<file path="config.mk">
export PLATFORM = sky130hd
export DESIGN_NAME = spi_xfer_seq
export DESIGN_NICKNAME = d
export VERILOG_FILES = /design/src/rtl/spi_xfer_seq.sv
export SDC_FILE = /design/constraint.sdc
export NUM_CORES = 1
export LEC_CHECK = 0
export CORE_MARGIN = 3
export CORE_UTILIZATION = 51
export DETAILED_ROUTE_END_ITERATION = 10
export DONT_BUFFER_PORTS = 1
export PLACE_DENSITY = 0.72
export SLEW_MARGIN = 20
export SYNTH_ARGS = -nofsm -noshare
export SYNTH_HDL_FRONTEND = slang
export SYNTH_SLANG_ARGS = --single-unit
</file>
<file path="constraint.sdc">
create_clock -name clk_i -period 4.5 [get_ports clk_i]
set_input_delay 0.9 -clock clk_i [delete_from_list [all_inputs] [get_ports clk_i]]
set_output_delay 0.9 -clock clk_i [all_outputs]
set_load 0.02 [all_outputs]
</file>
<file path="src/rtl/spi_xfer_seq.sv">
// SPI transfer sequencer: drives per_spi registers to shift cmd/addr/dummy bytes and streams dummy-phase read bytes out.
// Build option SPI_XFER_SEQ_RBUF_EN selects a 4-entry read FIFO; otherwise a single holding register is used.
module spi_xfer_seq #(
  parameter logic [7:0] CLK_DIV = 8'd1,
  parameter logic       CPOL    = 1'b0,
  parameter logic       CPHA    = 1'b0
) (
  input  logic        clk_i,
  input  logic        rst_i_n,
  input  logic        req_valid_i,
  output logic        req_ready_o,
  input  logic [7:0]  cmd_i,
  input  logic [23:0] addr_i,
  input  logic [7:0]  len_i,
  output logic        rd_valid_o,
  input  logic        rd_ready_i,
  output logic [7:0]  rd_data_o,
  output logic        busy_o,
  output logic        spi_wr_o,
  output logic        spi_rd_o,
  output logic [31:0] spi_addr_o,
  output logic [31:0] spi_wdata_o,
  output logic [1:0]  spi_size_o,
  input  logic [31:0] spi_rdata_i
);

  localparam logic [31:0] CTRL_CFG = {16'h0, CLK_DIV, 4'b1000, 1'b0, CPHA, CPOL, 1'b0};

  typedef enum logic [3:0] {
    S_IDLE, S_CS_ON, S_LOAD, S_START, S_HOLD, S_POLL, S_FETCH, S_PUSH, S_CS_OFF
  } state_t;

  state_t      state_reg, state_next;
  logic [7:0]  cmd_reg, len_reg;
  logic [23:0] addr_reg;
  logic [8:0]  cnt_reg, cnt_next;
  logic [1:0]  hold_reg, hold_next;
  logic [7:0]  rx_reg, rx_next;
  logic [7:0]  tx_byte;
  logic        last_byte, dummy_phase;
  logic        push, pop, buf_full;
  logic        unused_rdata;

  assign unused_rdata = ^spi_rdata_i[31:8];
  assign req_ready_o  = (state_reg == S_IDLE);
  assign busy_o       = (state_reg != S_IDLE);
  assign spi_size_o   = 2'b10;
  assign dummy_phase  = (cnt_reg >= 9'd4);
  assign last_byte    = (cnt_reg == ({1'b0, len_reg} + 9'd3));
  assign pop          = rd_valid_o && rd_ready_i;

  always_comb begin
    tx_byte = 8'h00;
    case (cnt_reg)
      9'd0:    tx_byte = cmd_reg;
      9'd1:    tx_byte = addr_reg[23:16];
      9'd2:    tx_byte = addr_reg[15:8];
      9'd3:    tx_byte = addr_reg[7:0];
      default: tx_byte = 8'h00;
    endcase
  end

  always_ff @(posedge clk_i) begin
    if (!rst_i_n) begin
      state_reg <= S_IDLE;
      cnt_reg   <= 9'd0;
      hold_reg  <= 2'd0;
      rx_reg    <= 8'h00;
      cmd_reg   <= 8'h00;
      addr_reg  <= 24'h0;
      len_reg   <= 8'h00;
    end else begin
      state_reg <= state_next;
      cnt_reg   <= cnt_next;
      hold_reg  <= hold_next;
      rx_reg    <= rx_next;
      if (req_valid_i && req_ready_o) begin
        cmd_reg  <= cmd_i;
        addr_reg <= addr_i;
        len_reg  <= len_i;
      end
    end
  end

  always_comb begin
    state_next  = state_reg;
    cnt_next    = cnt_reg;
    hold_next   = hold_reg;
    rx_next     = rx_reg;
    push        = 1'b0;
    spi_wr_o    = 1'b0;
    spi_rd_o    = 1'b0;
    spi_addr_o  = 32'h0;
    spi_wdata_o = 32'h0;
    case (state_reg)
      S_IDLE: begin
        if (req_valid_i) begin
          state_next = S_CS_ON;
          cnt_next   = 9'd0;
        end
      end
      S_CS_ON: begin
        spi_wr_o    = 1'b1;
        spi_wdata_o = CTRL_CFG;
        state_next  = S_LOAD;
      end
      S_LOAD: begin
        spi_wr_o    = 1'b1;
        spi_addr_o  = 32'h4;
        spi_wdata_o = {24'h0, tx_byte};
        state_next  = S_START;
      end
      S_START: begin
        spi_wr_o    = 1'b1;
        spi_wdata_o = CTRL_CFG | 32'h1;
        hold_next   = 2'd0;
        state_next  = S_HOLD;
      end
      S_HOLD: begin
        // Give per_spi time to raise its busy flag before the first status read.
        if (hold_reg == 2'd2) state_next = S_POLL;
        else                  hold_next  = hold_reg + 2'd1;
      end
      S_POLL: begin
        spi_rd_o   = 1'b1;
        spi_addr_o = 32'h8;
        if (!spi_rdata_i[0]) state_next = S_FETCH;
      end
      S_FETCH: begin
        spi_rd_o   = 1'b1;
        spi_addr_o = 32'h4;
        rx_next    = spi_rdata_i[7:0];
        if (dummy_phase) begin
          state_next = S_PUSH;
        end else if (last_byte) begin
          state_next = S_CS_OFF;
        end else begin
          cnt_next   = cnt_reg + 9'd1;
          state_next = S_LOAD;
        end
      end
      S_PUSH: begin
        if (!buf_full) begin
          push = 1'b1;
          if (last_byte) begin
            state_next = S_CS_OFF;
          end else begin
            cnt_next   = cnt_reg + 9'd1;
            state_next = S_LOAD;
          end
        end
      end
      S_CS_OFF: begin
        spi_wr_o   = 1'b1;
        state_next = S_IDLE;
      end
      default: state_next = S_IDLE;
    endcase
  end

`ifdef SPI_XFER_SEQ_RBUF_EN
  logic [7:0] buf_mem [0:3];
  logic [1:0] wr_ptr_reg, rd_ptr_reg;
  logic [2:0] count_reg;

  assign buf_full   = (count_reg == 3'd4);
  assign rd_valid_o = (count_reg != 3'd0);
  assign rd_data_o  = rd_valid_o ? buf_mem[rd_ptr_reg] : 8'h00;

  always_ff @(posedge clk_i) begin
    if (push) buf_mem[wr_ptr_reg] <= rx_reg;
  end

  always_ff @(posedge clk_i) begin
    if (!rst_i_n) begin
      wr_ptr_reg <= 2'd0;
      rd_ptr_reg <= 2'd0;
      count_reg  <= 3'd0;
    end else begin
      if (push) wr_ptr_reg <= wr_ptr_reg + 2'd1;
      if (pop)  rd_ptr_reg <= rd_ptr_reg + 2'd1;
      case ({push, pop})
        2'b10:   count_reg <= count_reg + 3'd1;
        2'b01:   count_reg <= count_reg - 3'd1;
        default: count_reg <= count_reg;
      endcase
    end
  end
`else
  logic [7:0] hold_data_reg;
  logic       hold_full_reg;

  assign buf_full   = hold_full_reg;
  assign rd_valid_o = hold_full_reg;
  assign rd_data_o  = hold_full_reg ? hold_data_reg : 8'h00;

  // push needs an empty register and pop needs a full one, so they never coincide.
  always_ff @(posedge clk_i) begin
    if (!rst_i_n) begin
      hold_data_reg <= 8'h00;
      hold_full_reg <= 1'b0;
    end else if (push) begin
      hold_data_reg <= rx_reg;
      hold_full_reg <= 1'b1;
    end else if (pop) begin
      hold_full_reg <= 1'b0;
    end
  end
`endif

endmodule

</file>
==> results of run 1 <==
[report_power, final]
group	leakage [nW]	switching [mW]	internal, mW	total [mW]
Combinational	0.777	0.253	0.0983	0.351
Sequential	0.586	0.0526	0.688	0.740
Clock	0.101	0.259	0.276	0.536
[kinds of logic after synthesis]
logic type,Yosys count,share of synthesized area (%)
XOR/XNOR,10,2.20
AND/OR/NAND/NOR,198,23.3
other,2,0.189
flip-flops,72,36.2
AO/OA/AOI/OAI,117,18.6
adder cells (fa/ha/maj),6,1.89
multiplexers,12,3.05
buffers and inverters,96,14.4
[worst max-delay path, delay by kind of cell, from the launching register on]
kind                     cells  cell delay, ns
AO/OA/AOI/OAI                1            0.58
adder cells (fa/ha/maj)      1            0.53
AND/OR/NAND/NOR              2            0.57
flip-flops                   1            0.43
[Yosys cell counts (4+ instances only)]
library cell	count
nand2_1	113
nor4_1	4
nor2_1	30
nor3_1	7
clkbuf_1	25
nand4_1	4
a21oi_1	66
a22oi_1	12
xor2_1	4
buf_4	55
xnor2_1	6
a31oi_1	4
and2_1	13
inv_1	10
ha_1	6
mux2i_1	11
dfxtp_1	72
nand2b_1	4
[routing by layer]
layer | vias to the layer above | track usage (%)
li1 | 1602 | -
met1 | 1459 | 26.4
met2 | 130 | 30.0
met3 | 19 | 6.65
met4 | 0 | 7.34
met5 | - | 0
[cell usage in the layout, fill, tap and decap left out, types with 6 or more instances in the layout]
| cell type | n |
|---|---|
| nand2_1 | 113 |
| inv_1 | 10 |
| and2_1 | 13 |
| a22oi_1 | 12 |
| a21oi_1 | 66 |
| xnor2_1 | 6 |
| mux2i_1 | 11 |
| ha_1 | 6 |
| conb_1 | 55 |
| dfxtp_1 | 72 |
| clkbuf_8 | 10 |
| nor2_1 | 30 |
| nor3_1 | 7 |
[through the flow]
| stage | cell area (um2) | setup slack (ns) | power [mW] |
|---|---|---|---|
| floorplan | 4180 | 1.85 | 1.08 |
| global placement | 3790 | 1.56 | 1.10 |
| detailed placement | 3790 | 1.54 | 1.11 |
| CTS | 4000 | 1.15 | 1.63 |
| global route | 4000 | 0.984 | 1.72 |
| finish | 4000 | 1.14 | 1.63 |
[final cells by class]
type	instances	area, um2	area share (%)
multi-input combinational	398	2160	54.2
sequential	72	1440	36.1
clock buffer	11	141	3.54
tap	99	124	3.10
clock inverter	5	63.8	1.60
inverter	12	46.3	1.16
timing repair buffer	2	15.0	0.376
[path summary, 6_finish.rpt]
check | to | slack (ns) | cells after the start
setup / recovery | spi_wdata_o[0] | 1.14 | 4
hold / removal | rx_reg[1] | 0.46 | 2
setup reg to reg | addr_reg[18] | 1.79 | 7
hold reg to reg | rx_reg[1] | 0.46 | 2
==> impl_metrics.csv, run 1 <==
group,metric,value,unit
floorplan,die_h,94.3,um
detailed_routing,top_layer,"met4",
place,gp_congestion,0.862,
cts,clock_latency,0.35,ns
detailed_routing,wire_per_inst,14.6,um
logic_synthesis,synth_area_leaders,"dfxtp_1 (36%), nand2_1 (11%), buf_4 (10%), a21oi_1 (8.3%), nor2_1 (2.8%)",
global_routing,grt_pass1_wl,13900,um
floorplan,dieArea,8890,um2
final_layout,insertedDiodeCount,0,
cts,clockBufferDepth,2,
final_layout,largest_reg_flops,24,
logic_synthesis,ys_warn_count,0,
floorplan,die_x,94.3,um
sta,clock.fmax,298,MHz
place,place_hpwl,6080,um
power_and_ir_drop,leakage,1.46,nW
logic_synthesis,synth_cell_types,61,
cts,hold_buffers,0,
detailed_routing,dr_wl_met3,714,um
sta,slew_violations,0,
logic_synthesis,seq_area_frac_synth,36.2,%
final_layout,nNetsFinal,577,
sta,min_period_over_period,74.7,%
sta,worst_pin_slew,0.901,ns
detailed_routing,post_drt_via_cell_ratio,5.36,
global_routing,antenna_found_initial,0,
cts,cts_tree,"built",
final_layout,area_delta_synth_final,0.503,%
place,portBuffers,0,
global_routing,grt_max_degree,69,
worst_setup_path,crit_fanout,13,
floorplan,io_pins,155,
flow_run,maxCapViolCount,0,
cts,clk_pin_slew,0.08,ns
detailed_routing,wl,8770,um
floorplan,initial_core_util,53.7,%
power_and_ir_drop,ir_drop,0.215,mV
power_and_ir_drop,power_density,407,nW/um2
worst_setup_path,crit_required,3.60,ns
detailed_routing,drc,0,
hold_path,hold_path_class,"register to register",
worst_setup_path,critPathMaxStageDelay,0.58,ns
final_layout,drive_gt1_share,5.80,%
sta,setup_viol,0,
logic_synthesis,synth_top_cell_by_area,"dfxtp_1",
sta,fin_crit,3.36,ns
detailed_routing,ant_nets,0,
logic_synthesis,yosysTopAreaCellShare,36.2,%
sta,rsz0062_at_grt,"no",
cts,post_cts_resized,0,
hold_path,hp-start,"rx_reg[1]",
worst_setup_path,start_kind,"register",
final_layout,final_cells,599,
global_routing,grt_pass1_vias,2821,
place,place_inst,583,
logic_synthesis,syn_area,3980,um2
final_layout,fin_util,53.9,%
sta,whs,0.456,ns
logic_synthesis,synthCells,513,
worst_setup_path,startpoint,"cnt_reg[1]",
final_layout,fill_cells,717,
worst_setup_path,critPathKind,"register to output pin",
logic_synthesis,synth_seq_cells,72,
logic_synthesis,synth_flop_cell,"dfxtp_1",
detailed_routing,wl_met2,4190,um
sta,clock_skew,0.00556,ns
worst_setup_path,crit_arrival,2.46,ns
global_routing,grt_overflow,0,
floorplan,fp.coreArea,7410,um2
detailed_routing,route.vias.total,3210,
logic_synthesis,synthArstFlopShare,0,%
run_status,run_status,"completed",
worst_setup_path,r2r_start,"state_reg[0]",
cts,cts_buffers,9,
worst_setup_path,cpMaxStageDelayCell,"o32ai_1",
sta,hold_viol,0,
detailed_routing,drt-pass1-iter-count,5,
sta,setup_tns,0,ns
global_routing,grt_use_total,19.9,%
cts,postCtsSetupBuffers,0,
worst_setup_path,cp_cell_sequence,"ha_1, or4_1, nand4_1, o32ai_1",
logic_synthesis,synth_edf_count,0,
cts,ctsHtreeMaxLevel,3,
cts,cts.sinks,72,
detailed_routing,met1_length,3720,um
detailed_routing,drtIter0Drc,264,
worst_setup_path,critPathCaptureType,"output pin",
logic_synthesis,avgSynthCellArea,7.75,um2
sta,relSlewSlack,39.9,%
floorplan,num_rows,31,
cts,root_buffer,"clkbuf_8",
No activity file was read; power rests on OpenSTA's default activity.
==> inputs of run 2 (changes only) <==
--- a/config.mk
+++ b/config.mk
@@ -9,7 +9,7 @@
 export CORE_UTILIZATION = 51
 export DETAILED_ROUTE_END_ITERATION = 10
 export DONT_BUFFER_PORTS = 1
-export PLACE_DENSITY = 0.72
+export PLACE_DENSITY = 0.75
 export SLEW_MARGIN = 20
 export SYNTH_ARGS = -nofsm -noshare
 export SYNTH_HDL_FRONTEND = slang
==> constraint.sdc (replaced) <==
create_clock -name clk_i -period 2.7 [get_ports clk_i]
set_input_delay 0.54 -clock clk_i [delete_from_list [all_inputs] [get_ports clk_i]]
set_output_delay 0.54 -clock clk_i [all_outputs]
set_load 0.02 [all_outputs]
==> run 2 against run 1 <==
Net effect:
- sequential share of layout area is 1.4 points lower
- utilization is 2.5 points higher
- critical path depth is 3 higher
- non-clock buffer count is 22 higher
- sequential power is 65% higher
- critical endpoint unchanged
- register-to-register slack worse by 1.5 ns
- worst hold slack worse by 0.14 ns
- combinational power is 81% higher
- first-iteration DRC count is 31% higher
- largest cell class unchanged
- critical path type unchanged
- clock skew is 0.0025 ns higher
==> impl_metrics.csv, run 2 (synthesized netlist as in run 1, its figures left out) <==
group,metric,value,unit
final_layout,drive_gt1_share,10.7,%
sta,clock_skew,0.00806,ns
worst_setup_path,crit_fanout,8,
final_layout,insertedDiodeCount,0,
cts,cts_tree,"built",
hold_path,min_delay_worst_endpoint,"cnt_reg[4]",
power_and_ir_drop,leakage,1.58,nW
worst_setup_path,cp.buffers_inverters,3,
worst_setup_path,rrSetupSlack,0.25,ns
hold_path,hp-start,"rst_i_n",
final_layout,nNetsFinal,599,
global_routing,grt_use_total,21.1,%
detailed_routing,drtIter0Drc,346,
final_layout,area_delta_synth_final,5.13,%
worst_setup_path,start_kind,"register",
detailed_routing,ant_nets,0,
floorplan,dieArea,8890,um2
power_and_ir_drop,power_density,642,nW/um2
hold_path,hold_depth,1,
worst_setup_path,critPathKind,"register to output pin",
power_and_ir_drop,power.switching,0.927,mW
cts,cts_buffers,9,
run_status,run_status,"completed",
place,portBuffers,0,
detailed_routing,wire_per_inst,14.8,um
place,pre_cts_ws,0.222,ns
final_layout,fill_cells,710,
worst_setup_path,cpMaxStageDelayCell,"or4_4",
floorplan,num_rows,31,
final_layout,layout_common_cells,"nand2_1 (113), dfxtp_1 (70), a21oi_1 (66), conb_1 (55), nor2_1 (30)",
power_and_ir_drop,p_comb_share,23.8,%
sta,hold_viol,0,
hold_path,hold_path_class,"input pin to register",
final_layout,largest_reg_flops,24,
sta,setup_ws,0.0786,ns
place,gp_congestion,0.884,
worst_setup_path,crit-reg2reg-capture,"cnt_reg[4]",
sta,setup_tns,0,ns
power_and_ir_drop,clkPwrFrac,30.8,%
final_layout,layout.area.seq,1450,um2
global_routing,antenna_found_initial,0,
global_routing,grt_overflow,0,
worst_setup_path,r2r_cells,8,
sta,slew_violations,0,
cts,clock_latency,0.34,ns
sta,fin_crit,2.62,ns
worst_setup_path,critPathMaxStageDelay,0.54,ns
sta,rsz0062_at_grt,"no",
worst_setup_path,critPathCaptureType,"output pin",
detailed_routing,post_drt_via_cell_ratio,5.44,
place,place_inst,604,
sta,setup_viol,0,
final_layout,final_cells,620,
power_and_ir_drop,ir_drop,0.373,mV
cts,root_buffer,"clkbuf_8",
power_and_ir_drop,power.total,2.68,mW
detailed_routing,route.vias.total,3375,
place,place_hpwl,6530,um
final_layout,multiInputGateArea,2180,um2
global_routing,grt_pass1_wl,15000,um
floorplan,io_pins,155,
worst_setup_path,cp_cell_sequence,"inv_1, ha_1, or4_4, nand4_1, buf_6, o32ai_1, buf_4",
worst_setup_path,crit_arrival,2.08,ns
sta,clock.fmax,381,MHz
detailed_routing,wl,9170,um
sta,worst_pin_slew,0.818,ns
global_routing,grt_pass1_vias,3152,
global_routing,grt_max_degree,41,
power_and_ir_drop,internal_power,1.76,mW
power_and_ir_drop,p_sw_share,34.5,%
worst_setup_path,r2r_start,"len_reg[0]",
cts,ctsHtreeMaxLevel,3,
floorplan,initial_core_util,53.7,%
worst_setup_path,cp_top_family,"simple AND/OR/NAND/NOR gates",
detailed_routing,drt-pass1-iter-count,5,
cts,clk_pin_slew,0.08,ns
power_and_ir_drop,power_frac_seq,45.4,%
worst_setup_path,crit_required,2.16,ns
floorplan,fp.coreArea,7410,um2
final_layout,layout_commonest_cell,"nand2_1",
sta,relSlewSlack,45.3,%
sta,min_period_over_period,97.1,%
cts,cts.sinks,72,
cts,clockBufferDepth,2,
floorplan,die_h,94.3,um
floorplan,die_x,94.3,um
flow_run,maxCapViolCount,0,
detailed_routing,drc,0,
## run 2: cell types whose count changed in the layout (fill, tap and decap cells not counted), sizes merged
cell	delta
inv	-1
clkinvlp	+1
clkbuf	-1
buf	+22
## run 2: area by class of cell
class / instances / share of cell area, %
Clock buffer: 10 / 3.05
Timing Repair Buffer: 24 / 4.70
Sequential cell: 72 / 34.7
Tap cell: 99 / 2.96
Inverter: 12 / 1.08
Multi-Input combinational cell: 398 / 52.1
Clock inverter: 5 / 1.41
## run 2: metrics by stage
stage	util, %	hold WS (ns)	cell area, um2
4_1_cts	55.9	0.317	4140
6_report	56.4	0.320	4180
2_1_floorplan	-	0.436	4180
3_3_place_gp	53.3	0.442	3950
5_1_grt	56.4	0.315	4180
3_5_place_dp	53.3	0.447	3950
## run 2: what timing repair did
action / 4_1_cts / 5_1_grt
resized for setup: 4 / 5
setup endpoints to repair: 8 / 4
hold buffers: 0 / 0
setup buffers: 0 / 1
## run 2: worst max path at each step
| stage | startpoint | endpoint | slack (ns) | cells past startpoint |
|---|---|---|---|---|
| floorplan | cnt_reg[1] | spi_wdata_o[0] | 0.41 | 6 |
| global placement | len_reg[0] | cnt_reg[4] | 0.27 | 8 |
| detailed placement | len_reg[0] | cnt_reg[4] | 0.22 | 8 |
| CTS | cnt_reg[1] | spi_wdata_o[0] | 0.01 | 7 |
| global route | len_reg[0] | cnt_reg[4] | 0.01 | 8 |
| finish | cnt_reg[1] | spi_wdata_o[0] | 0.08 | 7 |
## run 2: layer usage
layer	part of all wire [%]	vias up	GRT usage, %
met4	1.8	0	7.10
met1	42	1568	27.7
met2	47	152	33.5
li1	-	1638	-
met3	9.4	17	5.93
met5	0	-	0
## run 2: power by group through the flow
stage / registers [mW] / logic (mW) / clock network, mW
final: 1.22 / 0.637 / 0.827
after global routing: 1.23 / 0.718 / 0.886
after CTS: 1.22 / 0.633 / 0.834
after detailed placement: 1.24 / 0.627 / 0
after global placement: 1.24 / 0.612 / 0
after floorplan: 1.21 / 0.579 / 0
